$ cat src/rtl/sum_serial_pkg.sv
// ============================================================
// sum_serial_pkg: shared state encoding and digit-width helper
// Revision: 1.0
// ============================================================
`default_nettype none

package sum_serial_pkg;

   typedef logic [1:0] state_t;

   localparam state_t ST_IDLE  = 2'd0;
   localparam state_t ST_RUN   = 2'd1;
   localparam state_t ST_DRAIN = 2'd2;
   localparam state_t ST_DONE  = 2'd3;

   function automatic int digit_width(input int n, input int cc);
      return n / cc;
   endfunction

endpackage

`default_nettype wire

$ cat src/rtl/sum_serial_shreg.sv
// ============================================================
// sum_serial_shreg: parallel-load register that shifts right by one digit
// Revision: 1.0
// ============================================================
`default_nettype none

module sum_serial_shreg #(
   parameter int N     = 128,
   parameter int W     = 2,
   parameter int OUT_W = 128
) (
   input  logic             clk,
   input  logic             rst,
   input  logic             load,
   input  logic [N-1:0]     load_val,
   input  logic             shift,
   input  logic [W-1:0]     shift_in,
   output logic [OUT_W-1:0] q
);

   logic [N-1:0] sh_q;
   logic [N-1:0] sh_d;
   logic [N-1:0] w_shifted;

   // A single-digit register has no upper bits to slide down.
   if (N > W) begin : g_multi
      assign w_shifted = {shift_in, sh_q[N-1:W]};
   end else begin : g_single
      assign w_shifted = shift_in;
   end

   always_comb begin
      sh_d = sh_q;
      if (load) begin
         sh_d = load_val;
      end else if (shift) begin
         sh_d = w_shifted;
      end
   end

   always_ff @(posedge clk or negedge rst) begin
      if (!rst) begin
         sh_q <= '0;
      end else begin
         sh_q <= sh_d;
      end
   end

   assign q = sh_q[OUT_W-1:0];

endmodule

`default_nettype wire

$ cat src/rtl/sum_serial_ctrl.sv
// ============================================================
// sum_serial_ctrl: feeds N-bit operand pairs to a W-bit serial adder core
// and reassembles its registered digits into the sum. Revision: 1.0
// ============================================================
`default_nettype none

module sum_serial_ctrl
   import sum_serial_pkg::*;
#(
   parameter int N  = 128,
   parameter int CC = 64
) (
   input  logic              clk,
   input  logic              rst,
   input  logic              in_valid,
   output logic              in_ready,
   input  logic [N-1:0]      in_a,
   input  logic [N-1:0]      in_b,
   output logic              out_valid,
   input  logic              out_ready,
   output logic [N-1:0]      out_sum,
   output logic              add_clr,
   output logic [N/CC-1:0]   add_a,
   output logic [N/CC-1:0]   add_b,
   input  logic [N/CC-1:0]   add_c,
   output logic              busy
);

   localparam int W     = digit_width(N, CC);
   localparam int IDX_W = (CC > 1) ? $clog2(CC) : 1;
   localparam logic [IDX_W-1:0] IDX_LAST = IDX_W'(CC - 1);

   if (N % CC != 0) begin : g_bad_params
      $error("sum_serial_ctrl: N must be a multiple of CC");
   end

   state_t           state_q;
   state_t           state_d;
   logic [IDX_W-1:0] idx_q;
   logic [IDX_W-1:0] idx_d;

   logic         w_accept;
   logic         w_run;
   logic         w_r_shift;
   logic [W-1:0] a_digit;
   logic [W-1:0] b_digit;
   logic [N-1:0] r_sh;

   assign w_accept  = in_valid && (state_q == ST_IDLE);
   assign w_run     = (state_q == ST_RUN);
   // The core's output lags by one cycle, so digit 0 only appears at idx 1.
   assign w_r_shift = (w_run && (idx_q != '0)) || (state_q == ST_DRAIN);

   sum_serial_shreg #(.N(N), .W(W), .OUT_W(W)) u_a_sh (
      .clk      (clk),
      .rst      (rst),
      .load     (w_accept),
      .load_val (in_a),
      .shift    (w_run),
      .shift_in ('0),
      .q        (a_digit)
   );

   sum_serial_shreg #(.N(N), .W(W), .OUT_W(W)) u_b_sh (
      .clk      (clk),
      .rst      (rst),
      .load     (w_accept),
      .load_val (in_b),
      .shift    (w_run),
      .shift_in ('0),
      .q        (b_digit)
   );

   sum_serial_shreg #(.N(N), .W(W), .OUT_W(N)) u_r_sh (
      .clk      (clk),
      .rst      (rst),
      .load     (1'b0),
      .load_val ('0),
      .shift    (w_r_shift),
      .shift_in (add_c),
      .q        (r_sh)
   );

   always_comb begin
      state_d = state_q;
      idx_d   = idx_q;
      case (state_q)
         ST_IDLE: begin
            if (w_accept) begin
               state_d = ST_RUN;
               idx_d   = '0;
            end
         end
         ST_RUN: begin
            if (idx_q == IDX_LAST) begin
               state_d = ST_DRAIN;
               idx_d   = '0;
            end else begin
               idx_d = idx_q + IDX_W'(1);
            end
         end
         ST_DRAIN: state_d = ST_DONE;
         ST_DONE: begin
            if (out_ready) begin
               state_d = ST_IDLE;
            end
         end
         default: state_d = ST_IDLE;
      endcase
   end

   always_ff @(posedge clk or negedge rst) begin
      if (!rst) begin
         state_q <= ST_IDLE;
         idx_q   <= '0;
      end else begin
         state_q <= state_d;
         idx_q   <= idx_d;
      end
   end

   // Clearing in DONE as well keeps the core carry at zero between additions.
   assign in_ready  = (state_q == ST_IDLE);
   assign add_clr   = (state_q == ST_IDLE) || (state_q == ST_DONE);
   assign add_a     = w_run ? a_digit : '0;
   assign add_b     = w_run ? b_digit : '0;
   assign out_valid = (state_q == ST_DONE);
   assign out_sum   = r_sh;
   assign busy      = (state_q != ST_IDLE);

endmodule

`default_nettype wire

$ cat config.mk
export PLATFORM = sky130hd
export DESIGN_NAME = sum_serial_ctrl
export DESIGN_NICKNAME = d
export VERILOG_FILES = /design/src/rtl/sum_serial_pkg.sv /design/src/rtl/sum_serial_shreg.sv /design/src/rtl/sum_serial_ctrl.sv
export SDC_FILE = /design/constraint.sdc
export NUM_CORES = 1
export LEC_CHECK = 0
export BUFFER_PORTS_ARGS = -buffer_cell sky130_fd_sc_hd__buf_4
export CAP_MARGIN = 10
export CORE_UTILIZATION = 55
export CTS_BUF_LIST = sky130_fd_sc_hd__clkbuf_2
export CTS_CLUSTER_SIZE = 12
export DETAILED_ROUTE_END_ITERATION = 16
export GPL_ROUTABILITY_DRIVEN = 0
export PLACE_DENSITY = 0.84
export SKIP_LAST_GASP = 1
export SLEW_MARGIN = 20
export SYNTH_ARGS = -nofsm -noshare
export SYNTH_HDL_FRONTEND = slang
export SYNTH_SLANG_ARGS = --single-unit
export TNS_END_PERCENT = 50
$ cat constraint.sdc
create_clock -name clk -period 2.05 [get_ports clk]
set_input_delay 0 -clock clk [delete_from_list [all_inputs] [get_ports clk]]
set_output_delay 0 -clock clk [all_outputs]
set_load 0.005 [all_outputs]
==> run_results.csv, run 1 <==
group,metric,value,unit
clock_network,clockBufferDepth,3,
clock_network,cts_setup_buffers,7,
yosys,ys_seq_elements,392,
yosys,synth_edf_count,0,
yosys,netlist_top_cells_count,"dfrtp_1, nand2_1, o21ai_0",
yosys,ys.warnings.count,0,
clock_network,cts_hold_buf,471,
placed_design,hpwl,27770,um
yosys,synth_ff_type,"dfrtp_1",
clock_network,cts_max_level,3,
yosys,syn_inst,1439,
die,io_pins,398,
clock_network,cts_made_buffers,96,
yosys,synth_fp_nets,1707,
die,start_util,55.86,%
yosys,synth_area_leader_cell,"dfrtp_1",
clock_network,clock-sinks,392,
clock_network,cts_root_buf,"clkbuf_2",
placed_design,io_buffer_count,397,
yosys,syn_area,0.01704,mm^2
outcome,status,"aborted with a tool error",
yosys,syn_avg_cell_area,11.84,um^2
yosys,netlist.area_leader.share,57.56,%
yosys,yosysMostFrequentCell,"dfrtp_1",
yosys,synth_cell_types,26,
outcome,haltStage,"4_1_cts",
yosys,synth_area_leaders,"dfrtp_1, mux2i_1, mux2_2",
clock_network,cts_resized,3,
die,fp.dieW,178.0,um
outcome,stop_error,"[ERROR RSZ-0060] Max buffer count reached.",
yosys,postSynth.asyncResetShare,100.0,%
die,placementRows,64,
yosys,ys_seq_area_share,57.56,%
die,die_y,178.0,um
## logic make-up after synthesis
group	synth area share, %
adders and majority gates	0.4405
DFF	57.56
and+or+nand+nor	6.513
buffers and inverters	4.009
muxes	23.55
AOI/OAI and AO/OA	7.922
## metrics by stage
step                      setup slack, ns  cell area [um^2]  util (%)  cells
after floorplan                    0.2180             17040         -   1439
after global placement            0.09674             20600     67.52   2180
after detailed placement           0.1294             20600     67.52   2180
==> run 2, diff against run 1 <==
--- a/config.mk
+++ b/config.mk
@@ -7,12 +7,10 @@
 export LEC_CHECK = 0
 export BUFFER_PORTS_ARGS = -buffer_cell sky130_fd_sc_hd__buf_4
 export CAP_MARGIN = 10
-export CORE_UTILIZATION = 55
-export CTS_BUF_LIST = sky130_fd_sc_hd__clkbuf_2
-export CTS_CLUSTER_SIZE = 12
+export CORE_UTILIZATION = 40
 export DETAILED_ROUTE_END_ITERATION = 16
 export GPL_ROUTABILITY_DRIVEN = 0
-export PLACE_DENSITY = 0.84
+export PLACE_DENSITY_LB_ADDON = 0.15
 export SKIP_LAST_GASP = 1
 export SLEW_MARGIN = 20
 export SYNTH_ARGS = -nofsm -noshare
==> run_results.csv, run 2 <==
group,metric,value,unit
critical_path,critPathRequiredTime,2.49,ns
critical_path,cpMostUsedCell,"buf_12",
global_route,grt.total_usage,20.21,%
global_route,grt_pass1_wl,70810,um
routing,routed_via_density,4.848,
critical_path,cpMaxStageDelayCell,"dfrtp_1",
die,io_pins,398,
sta,max_freq,524.5,MHz
finish,mostFrequentLayoutCells,"buf_4, dfrtp_1, nand2_1, dlygate4sd3_1, o21ai_0",
yosys,ys.warnings.count,0,
placed_design,io_buffer_count,397,
yosys,syn_area,0.01704,mm^2
clock_network,cts_root_buf,"clkbuf_16",
clock_network,path_clk_slew,0.06,ns
finish,fin_nets,2357,
clock_network,clock-sinks,392,
sta,finalMaxSlewViolations,0,
routing,vias,12910,
yosys,netlist.area_leader.share,57.56,%
placed_design,hpwl,27890,um
die,die_y,208.4,um
critical_path,path_cells,"nor4_2 > nand2_1 > a21oi_4 > buf_12 > buf_12 > mux2_2",
yosys,synth_ff_type,"dfrtp_1",
yosys,synth_cell_types,26,
clock_network,cts_tree,"done",
clock_network,clockBufferDepth,3,
global_route,grt_max_degree,88,
routing,post-route-drc-count,0,
power,peakVddDrop,0.7901,mV
clock_network,cts_max_level,2,
sta,whs,0.09811,ns
routing,drt_iter0_drc,634,
sta,setup_viol,0,
job,drv_cap,0,
power,cellPowerDensity,1314,mW/mm^2
outcome,status,"complete, no violations",
sta,rsz0062_at_grt,"false",
yosys,synth_edf_count,0,
critical_path,cp_num_buf_inv,2,
die,placementRows,75,
yosys,ys_seq_area_share,57.56,%
global_route,antenna_found_initial,1,
critical_path,end_kind,"register",
routing,ant_nets,0,
yosys,ys_seq_elements,392,
sta,post-route-period-util,93.00,%
power,p_leak,11.50,nW
finish,layout-drive-gt1-share,30.27,%
global_route,first_global_vias,13530,
sta,worstMarginPinSlew,0.5865,ns
die,start_util,40.63,%
placed_design,dpl.cell_count,2317,
yosys,netlist_top_cells_count,"dfrtp_1, nand2_1, o21ai_0",
yosys,syn_avg_cell_area,11.84,um^2
yosys,synth_area_leader_cell,"dfrtp_1",
sta,max_slew_margin,60.90,%
yosys,synth_fp_nets,1707,
critical_path,path_class,"reg2reg",
sta,fin_setup_tns,0,ns
die,die_area,0.04343,mm^2
yosys,synth_area_leaders,"dfrtp_1, mux2i_1, mux2_2",
global_route,gr-total-overflow,0,
die,coreArea,0.04195,mm^2
routing,drt_wl_total,43600,um
yosys,yosysMostFrequentCell,"dfrtp_1",
critical_path,cp-start-kind,"register",
sta,skew,0.01593,ns
yosys,postSynth.asyncResetShare,100.0,%
power,finalPower,0.03284,W
critical_path,arrival,2.35,ns
routing,post_drt_wl_per_cell,16.38,um
finish,syn_to_final_growth,46.67,%
sta,timing.final.crit_period,1.907,ns
yosys,syn_inst,1439,
finish,layout_commonest_cell,"buf_4",
critical_path,cpPeakStageDelay,0.42,ns
sta,hold_viol,0,
critical_path,path_delay_family,"simple AND/OR/NAND/NOR gates",
clock_network,cts_made_buffers,43,
hold_path,holdCritPathClass,"in2async",
finish,fin_cells,2662,
routing,drtPass1Iterations,5,
critical_path,path_max_fanout,26,
clock_network,clock_latency,0.56,ns
die,fp.dieW,208.4,um
run 2: path summary, 6_finish.rpt:
path / start / to / slack (ns) / depth (start not counted)
worst min-delay path: rst / u_a_sh.sh_q[116]$_DFFE_PN0P_ / 0.1 / 3
min in group clk: in_b[10] / u_b_sh.sh_q[10]$_DFFE_PN0P_ / 0.19 / 4
worst min register to register: u_r_sh.q[1]$_DFFE_PN0P_ / u_r_sh.q[1]$_DFFE_PN0P_ / 0.51 / 1
worst max register to register: idx_q[3]$_DFFE_PN0P_ / u_r_sh.q[37]$_DFFE_PN0P_ / 0.14 / 6
worst max-delay path: idx_q[3]$_DFFE_PN0P_ / u_r_sh.q[37]$_DFFE_PN0P_ / 0.14 / 6
max in group asynchronous: rst / u_r_sh.q[72]$_DFFE_PN0P_ / 1.49 / 3
run 2: routing by layer:
| metal | track usage (%) | wire length, um |
|---|---|---|
| met5 | 0 | 0 |
| met4 | 8.506 | 1452 |
| met3 | 3.728 | 1915 |
| met2 | 33.69 | 21240 |
| met1 | 25.80 | 18980 |
run 2: power breakdown:
| group | switching [W] | internal (W) | total, W |
|---|---|---|---|
| Clock | 0.00308 | 0.00504 | 0.00812 |
| Combinational | 0.00567 | 0.00652 | 0.0122 |
| Sequential | 0.00173 | 0.0108 | 0.0125 |
run 2: cells by family (layout without fill, tap and decap cells):
group / after synthesis / in the layout / share of synthesized area, %
buffers and inverters: 108 / 790 / 4.009
adders and majority gates: 6 / 6 / 0.4405
AOI/OAI and AO/OA: 265 / 265 / 7.922
muxes: 385 / 385 / 23.55
other: 0 / 2 / 0
and+or+nand+nor: 283 / 283 / 6.513
DFF: 392 / 392 / 57.56
run 2: worst min-delay path, cell delays in order:
cell,delay (ns)
dlygate4sd3_1,0.56
buf_8,0.21
buf_12,0.22
run 2: repair_timing:
action,CTS,global route
cloned,1,0
hold buffers,262,0
buffers inserted,3,0
gates resized for setup,4,1
hold endpoints to repair,655,0
setup endpoints to repair,4,71
run 2: stage by stage:
stage / cell area, um^2 / setup slack, ns / utilization [%]
after global placement: 20770 / 0.1223 / 49.52
after floorplan: 17040 / 0.2180 / -
after global routing: 24990 / 0.01098 / 59.58
after CTS: 24980 / 0.1034 / 59.56
after detailed placement: 20770 / 0.1422 / 49.52
final: 25000 / 0.1435 / 59.59
run 2: area by class of cell:
class,count,area (um^2)
diodes,2,5.005
clock buffers,66,1274
clock inverters,11,224.0
fillers,3427,16950
inverters,6,22.52
multi-input cells,939,6578
flip-flops and latches,392,9809
well taps,539,674.4
repair buffers,707,6409
Power figures use the tool's default switching activity.
==> run 3, diff against run 2 <==
--- a/config.mk
+++ b/config.mk
@@ -10,6 +10,7 @@
 export CORE_UTILIZATION = 40
 export DETAILED_ROUTE_END_ITERATION = 16
 export GPL_ROUTABILITY_DRIVEN = 0
+export MAX_ROUTING_LAYER = met4
 export PLACE_DENSITY_LB_ADDON = 0.15
 export SKIP_LAST_GASP = 1
 export SLEW_MARGIN = 20
==> run_results.csv, run 3 (same netlist as run 2, synthesis figures left out) <==
group,metric,value,unit
global_route,grt_pass1_wl,70770,um
clock_network,cts_made_buffers,43,
clock_network,clock-sinks,392,
sta,fin_setup_tns,0,ns
die,placementRows,75,
sta,timing.final.crit_period,1.908,ns
power,peakVddDrop,0.7900,mV
clock_network,cts_max_level,2,
routing,post-route-drc-count,0,
die,fp.dieW,208.4,um
die,start_util,40.63,%
job,drv_cap,0,
sta,finalMaxSlewViolations,0,
critical_path,path_class,"reg2reg",
global_route,grt_max_degree,88,
finish,fillers,3426,
routing,drt_iter0_drc,635,
global_route,grt.total_usage,20.83,%
routing,drtPass1Iterations,4,
sta,max_freq,524.2,MHz
global_route,antenna_found_initial,1,
critical_path,cp-start-kind,"register",
routing,routed_via_density,4.843,
finish,seq_area,0.009809,mm^2
outcome,status,"complete, no violations",
critical_path,path_max_fanout,26,
sta,skew,0.01450,ns
sta,setup_viol,0,
finish,mostFrequentLayoutCells,"buf_4, dfrtp_1, nand2_1, dlygate4sd3_1, o21ai_0",
placed_design,io_buffer_count,397,
clock_network,path_clk_slew,0.06,ns
critical_path,end_kind,"register",
sta,worstMarginPinSlew,0.5905,ns
die,die_y,208.4,um
clock_network,cts_tree,"done",
routing,ant_nets,0,
power,cellPowerDensity,1313,mW/mm^2
die,io_pins,398,
sta,hold_viol,0,
die,coreArea,0.04195,mm^2
sta,post-route-period-util,93.07,%
placed_design,hpwl,27890,um
critical_path,arrival,2.34,ns
finish,multi_input_comb_area,0.006578,mm^2
routing,vias,12890,
power,p_leak,11.50,nW
finish,fin_nets,2357,
clock_network,clockBufferDepth,3,
sta,rsz0062_at_grt,"false",
die,die_area,0.04343,mm^2
routing,post_drt_wl_per_cell,16.37,um
routing,drt_wl_total,43550,um
sta,max_slew_margin,60.63,%
critical_path,critPathRequiredTime,2.49,ns
global_route,gr-total-overflow,0,
finish,syn_to_final_growth,46.66,%
sta,fin_ws,0.1422,ns
hold_path,holdCritPathClass,"in2async",
placed_design,dp_slack,0.1422,ns
finish,layout-drive-gt1-share,30.27,%
clock_network,cts_root_buf,"clkbuf_16",
finish,layout_commonest_cell,"buf_4",
clock_network,clock_latency,0.56,ns
global_route,first_global_vias,13540,
[run 3: cell types whose count changed in the layout (fill, tap and decap cells not counted), sizes merged]
cell and change:
diode -1
[run 3: per-stage QoR]
step | hold slack, ns | instances | area (um^2) | power (W) | util [%]
finish | 0.09926 | 2661 | 24990 | 0.03282 | 59.58
global route | 0.1026 | 2661 | 24990 | 0.03511 | 59.58
CTS | 0.07921 | 2660 | 24980 | 0.03320 | 59.56
detailed placement | -0.04045 | 2317 | 20770 | 0.02430 | 49.52
global placement | -0.03777 | 2317 | 20770 | 0.02394 | 49.52
floorplan | -0.2956 | 1439 | 17040 | 0.02063 | -
[run 3: what timing repair did]
action | 4_1_cts | 5_1_grt
setup endpoints to repair | 4 | 71
gates resized for setup | 4 | 1
endpoints found under the hold margin | 655 | 0
cloned | 1 | 0
hold buffers | 262 | 0
buffers inserted | 3 | 0
[run 3: final cells by class]
| cell class | instances | share of cell area (%) |
|---|---|---|
| repair buffers | 707 | 25.64 |
| flip-flops and latches | 392 | 39.25 |
| well taps | 539 | 2.698 |
| inverters | 6 | 0.09011 |
| clock inverters | 11 | 0.8961 |
| clock buffers | 66 | 5.096 |
| diodes | 1 | 0.01001 |
| multi-input cells | 939 | 26.32 |
[run 3: worst paths after layout]
path,from,end,slack [ns],cells after the start
max in group asynchronous,rst,u_r_sh.q[86]$_DFFE_PN0P_,1.47,3
max,idx_q[3]$_DFFE_PN0P_,u_r_sh.q[37]$_DFFE_PN0P_,0.14,6
min in group clk,in_b[10],u_b_sh.sh_q[10]$_DFFE_PN0P_,0.19,4
min,rst,u_a_sh.sh_q[116]$_DFFE_PN0P_,0.1,3
min reg2reg,u_r_sh.q[1]$_DFFE_PN0P_,u_r_sh.q[1]$_DFFE_PN0P_,0.51,1
max reg2reg,idx_q[3]$_DFFE_PN0P_,u_r_sh.q[37]$_DFFE_PN0P_,0.14,6
[run 3: per-layer routing]
layer  track usage [%]  share of wire (%)
met3             3.608                4.2
met1             25.92                 44
met2             33.63                 49
met4             8.506                3.3
met5                 -                  0
[run 3: report_power, final]
group,switching (W),internal (W)
Combinational,0.00567,0.00652
Sequential,0.00172,0.0108
Clock,0.00307,0.00504
Total,0.0105,0.0224
[run 3: worst max-delay path: stages, from the launching register on]
cell and delay [ns]:
dfrtp_1 0.42, nor4_2 0.30, nand2_1 0.14, a21oi_4 0.18
buf_12 0.18, buf_12 0.20, mux2_2 0.35
==> run 4, diff against run 3 <==
--- a/config.mk
+++ b/config.mk
@@ -7,6 +7,7 @@
 export LEC_CHECK = 0
 export BUFFER_PORTS_ARGS = -buffer_cell sky130_fd_sc_hd__buf_4
 export CAP_MARGIN = 10
+export CORE_ASPECT_RATIO = 1.4
 export CORE_UTILIZATION = 40
 export DETAILED_ROUTE_END_ITERATION = 16
 export GPL_ROUTABILITY_DRIVEN = 0
@@ -17,4 +18,4 @@
 export SYNTH_ARGS = -nofsm -noshare
 export SYNTH_HDL_FRONTEND = slang
 export SYNTH_SLANG_ARGS = --single-unit
-export TNS_END_PERCENT = 50
+export TNS_END_PERCENT = 5
==> constraint.sdc (replaced) <==
create_clock -name clk -period 1.65 [get_ports clk]
set_input_delay 0 -clock clk [delete_from_list [all_inputs] [get_ports clk]]
set_output_delay 0 -clock clk [all_outputs]
set_load 0.005 [all_outputs]
==> run_results.csv, run 4 (same netlist as run 2, synthesis figures left out) <==
group,metric,value,unit
die,fp.dieW,176.4,um
critical_path,cp-start-kind,"register",
power,peakVddDrop,0.9304,mV
clock_network,clock_latency,0.54,ns
critical_path,critPathRequiredTime,2.07,ns
finish,fin_cells,2727,
sta,fin_ws,-0.1719,ns
critical_path,cpMaxStageDelayCell,"dfrtp_1",
clock_network,cts_made_buffers,40,
outcome,violations,"setup timing",
critical_path,path_class,"reg2reg",
global_route,first_global_vias,13910,
clock_network,path_clk_slew,0.06,ns
placed_design,io_buffer_count,397,
finish,mostFrequentLayoutCells,"buf_4, dfrtp_1, dlygate4sd3_1, nand2_1, o21ai_0",
die,die_y,246.2,um
sta,skew,0.01138,ns
finish,fin_nets,2416,
global_route,grt_pass1_wl,70760,um
finish,layout_commonest_cell,"buf_4",
die,start_util,40.49,%
routing,post_drt_wl_per_cell,16.46,um
critical_path,cp_num_buf_inv,2,
sta,timing.final.crit_period,1.822,ns
critical_path,cpPeakStageDelay,0.39,ns
routing,ant_nets,0,
critical_path,path_delay_family,"simple AND/OR/NAND/NOR gates",
routing,vias,13240,
placed_design,dpl.cell_count,2366,
sta,rsz0062_at_grt,"true",
placed_design,hpwl,29640,um
clock_network,cts_max_level,2,
clock_network,clock-sinks,392,
die,io_pins,398,
finish,layout-drive-gt1-share,32.75,%
routing,post-route-drc-count,0,
routing,drt_wl_total,44890,um
clock_network,cts_tree,"done",
hold_path,holdCritPathClass,"in2async",
global_route,gr-total-overflow,0,
die,placementRows,89,
sta,setup_viol,377,
finish,syn_to_final_growth,50.99,%
sta,hold_viol,0,
global_route,antenna_found_initial,1,
sta,max_slew_margin,66.40,%
critical_path,arrival,2.25,ns
finish,final_util,61.13,%
routing,routed_via_density,4.854,
critical_path,end_kind,"register",
sta,finalMaxSlewViolations,0,
outcome,status,"complete, but fails checks",
power,cellPowerDensity,1624,mW/mm^2
finish,fillers,3428,
clock_network,clockBufferDepth,3,
sta,worstMarginPinSlew,0.4987,ns
finish,multi_input_comb_area,0.006604,mm^2
die,coreArea,0.04209,mm^2
die,die_area,0.04344,mm^2
finish,seq_area,0.009809,mm^2
critical_path,path_max_fanout,29,
job,drv_cap,0,
sta,whs,0.1790,ns
global_route,grt_max_degree,83,
routing,drtPass1Iterations,4,
clock_network,cts_root_buf,"clkbuf_16",
sta,max_freq,548.9,MHz
power,p_leak,11.89,nW
critical_path,path_cells,"nor4_2 > nand2_1 > a21oi_4 > buf_12 > buf_16 > mux2_2",
routing,drt_iter0_drc,548,
global_route,grt.total_usage,21.02,%
sta,post-route-period-util,110.4,%
[run 4: cell types whose count changed in the layout (fill, tap and decap cells not counted), moves of 3 or more]
| cell | before | now |
|---|---|---|
| buf_4 | 412 | 452 |
| clkbuf_1 | 13 | 8 |
| buf_16 | 2 | 8 |
| and2_4 | 1 | 4 |
| buf_12 | 30 | 35 |
| clkinv_2 | 2 | 8 |
| buf_6 | 0 | 3 |
| and2_1 | 4 | 1 |
[run 4: through the flow]
stage / area, um^2 / setup TNS, ns / setup slack [ns] / total power (W)
6_report: 25730 / -29.30 / -0.1719 / 0.04179
5_1_grt: 25730 / -66.18 / -0.2570 / 0.04462
4_1_cts: 25550 / -28.72 / -0.1715 / 0.04180
3_5_place_dp: 21220 / -19.00 / -0.1716 / 0.03074
3_3_place_gp: 21220 / -24.00 / -0.2031 / 0.03028
2_1_floorplan: 17080 / -2.551 / -0.02551 / 0.02571
[run 4: final cells by class]
cell class	instances	share of cell area (%)
inverter	6	0.08753
clock buffer	56	4.435
multi-input combinational	939	25.66
antenna	1	0.009725
timing repair buffer	769	28.03
clock inverter	18	0.9920
sequential	392	38.12
tap	546	2.655
[run 4: power breakdown]
part | internal, W | switching (W) | leakage (nW)
combinational | 0.00932 | 0.00744 | 6.22
sequential | 0.0134 | 0.00215 | 4.99
clock | 0.00566 | 0.00380 | 0.687
total | 0.0284 | 0.0134 | 11.9
[run 4: worst register-to-register path: stages (launching register included)]
cell	delay, ns
dfrtp_1	0.39
nor4_2	0.29
nand2_1	0.13
a21oi_4	0.16
buf_12	0.17
buf_16	0.20
mux2_2	0.37
[run 4: timing repair]
action                                 CTS  global route
hold buffers                           262             0
gates cloned                             4             5
resized for setup                       16            10
endpoints found under the hold margin  655             0
buffers inserted                        12             3
pin swaps                                1             2
setup endpoints to repair              138           395
[run 4: path summary, 6_finish.rpt]
path | from | endpoint | slack, ns | cells after the start
hold / removal | rst | u_a_sh.sh_q[112]$_DFFE_PN0P_ | 0.18 | 3
setup / recovery | idx_q[3]$_DFFE_PN0P_ | u_r_sh.q[5]$_DFFE_PN0P_ | -0.17 | 6
hold reg to reg | u_r_sh.q[0]$_DFFE_PN0P_ | u_r_sh.q[0]$_DFFE_PN0P_ | 0.51 | 1
min in group clk | in_a[89] | u_a_sh.sh_q[89]$_DFFE_PN0P_ | 0.20 | 4
setup reg to reg | idx_q[3]$_DFFE_PN0P_ | u_r_sh.q[5]$_DFFE_PN0P_ | -0.17 | 6
max in group asynchronous | rst | u_r_sh.q[92]$_DFFE_PN0P_ | 1.06 | 4
[run 4: per-layer routing]
metal	wire, um	GRT usage (%)	vias to the layer above
li1	-	-	6413
met1	17850	24.26	6384
met2	23340	36.05	326
met3	1723	2.963	114
met4	1969	9.660	0
met5	0	-	-
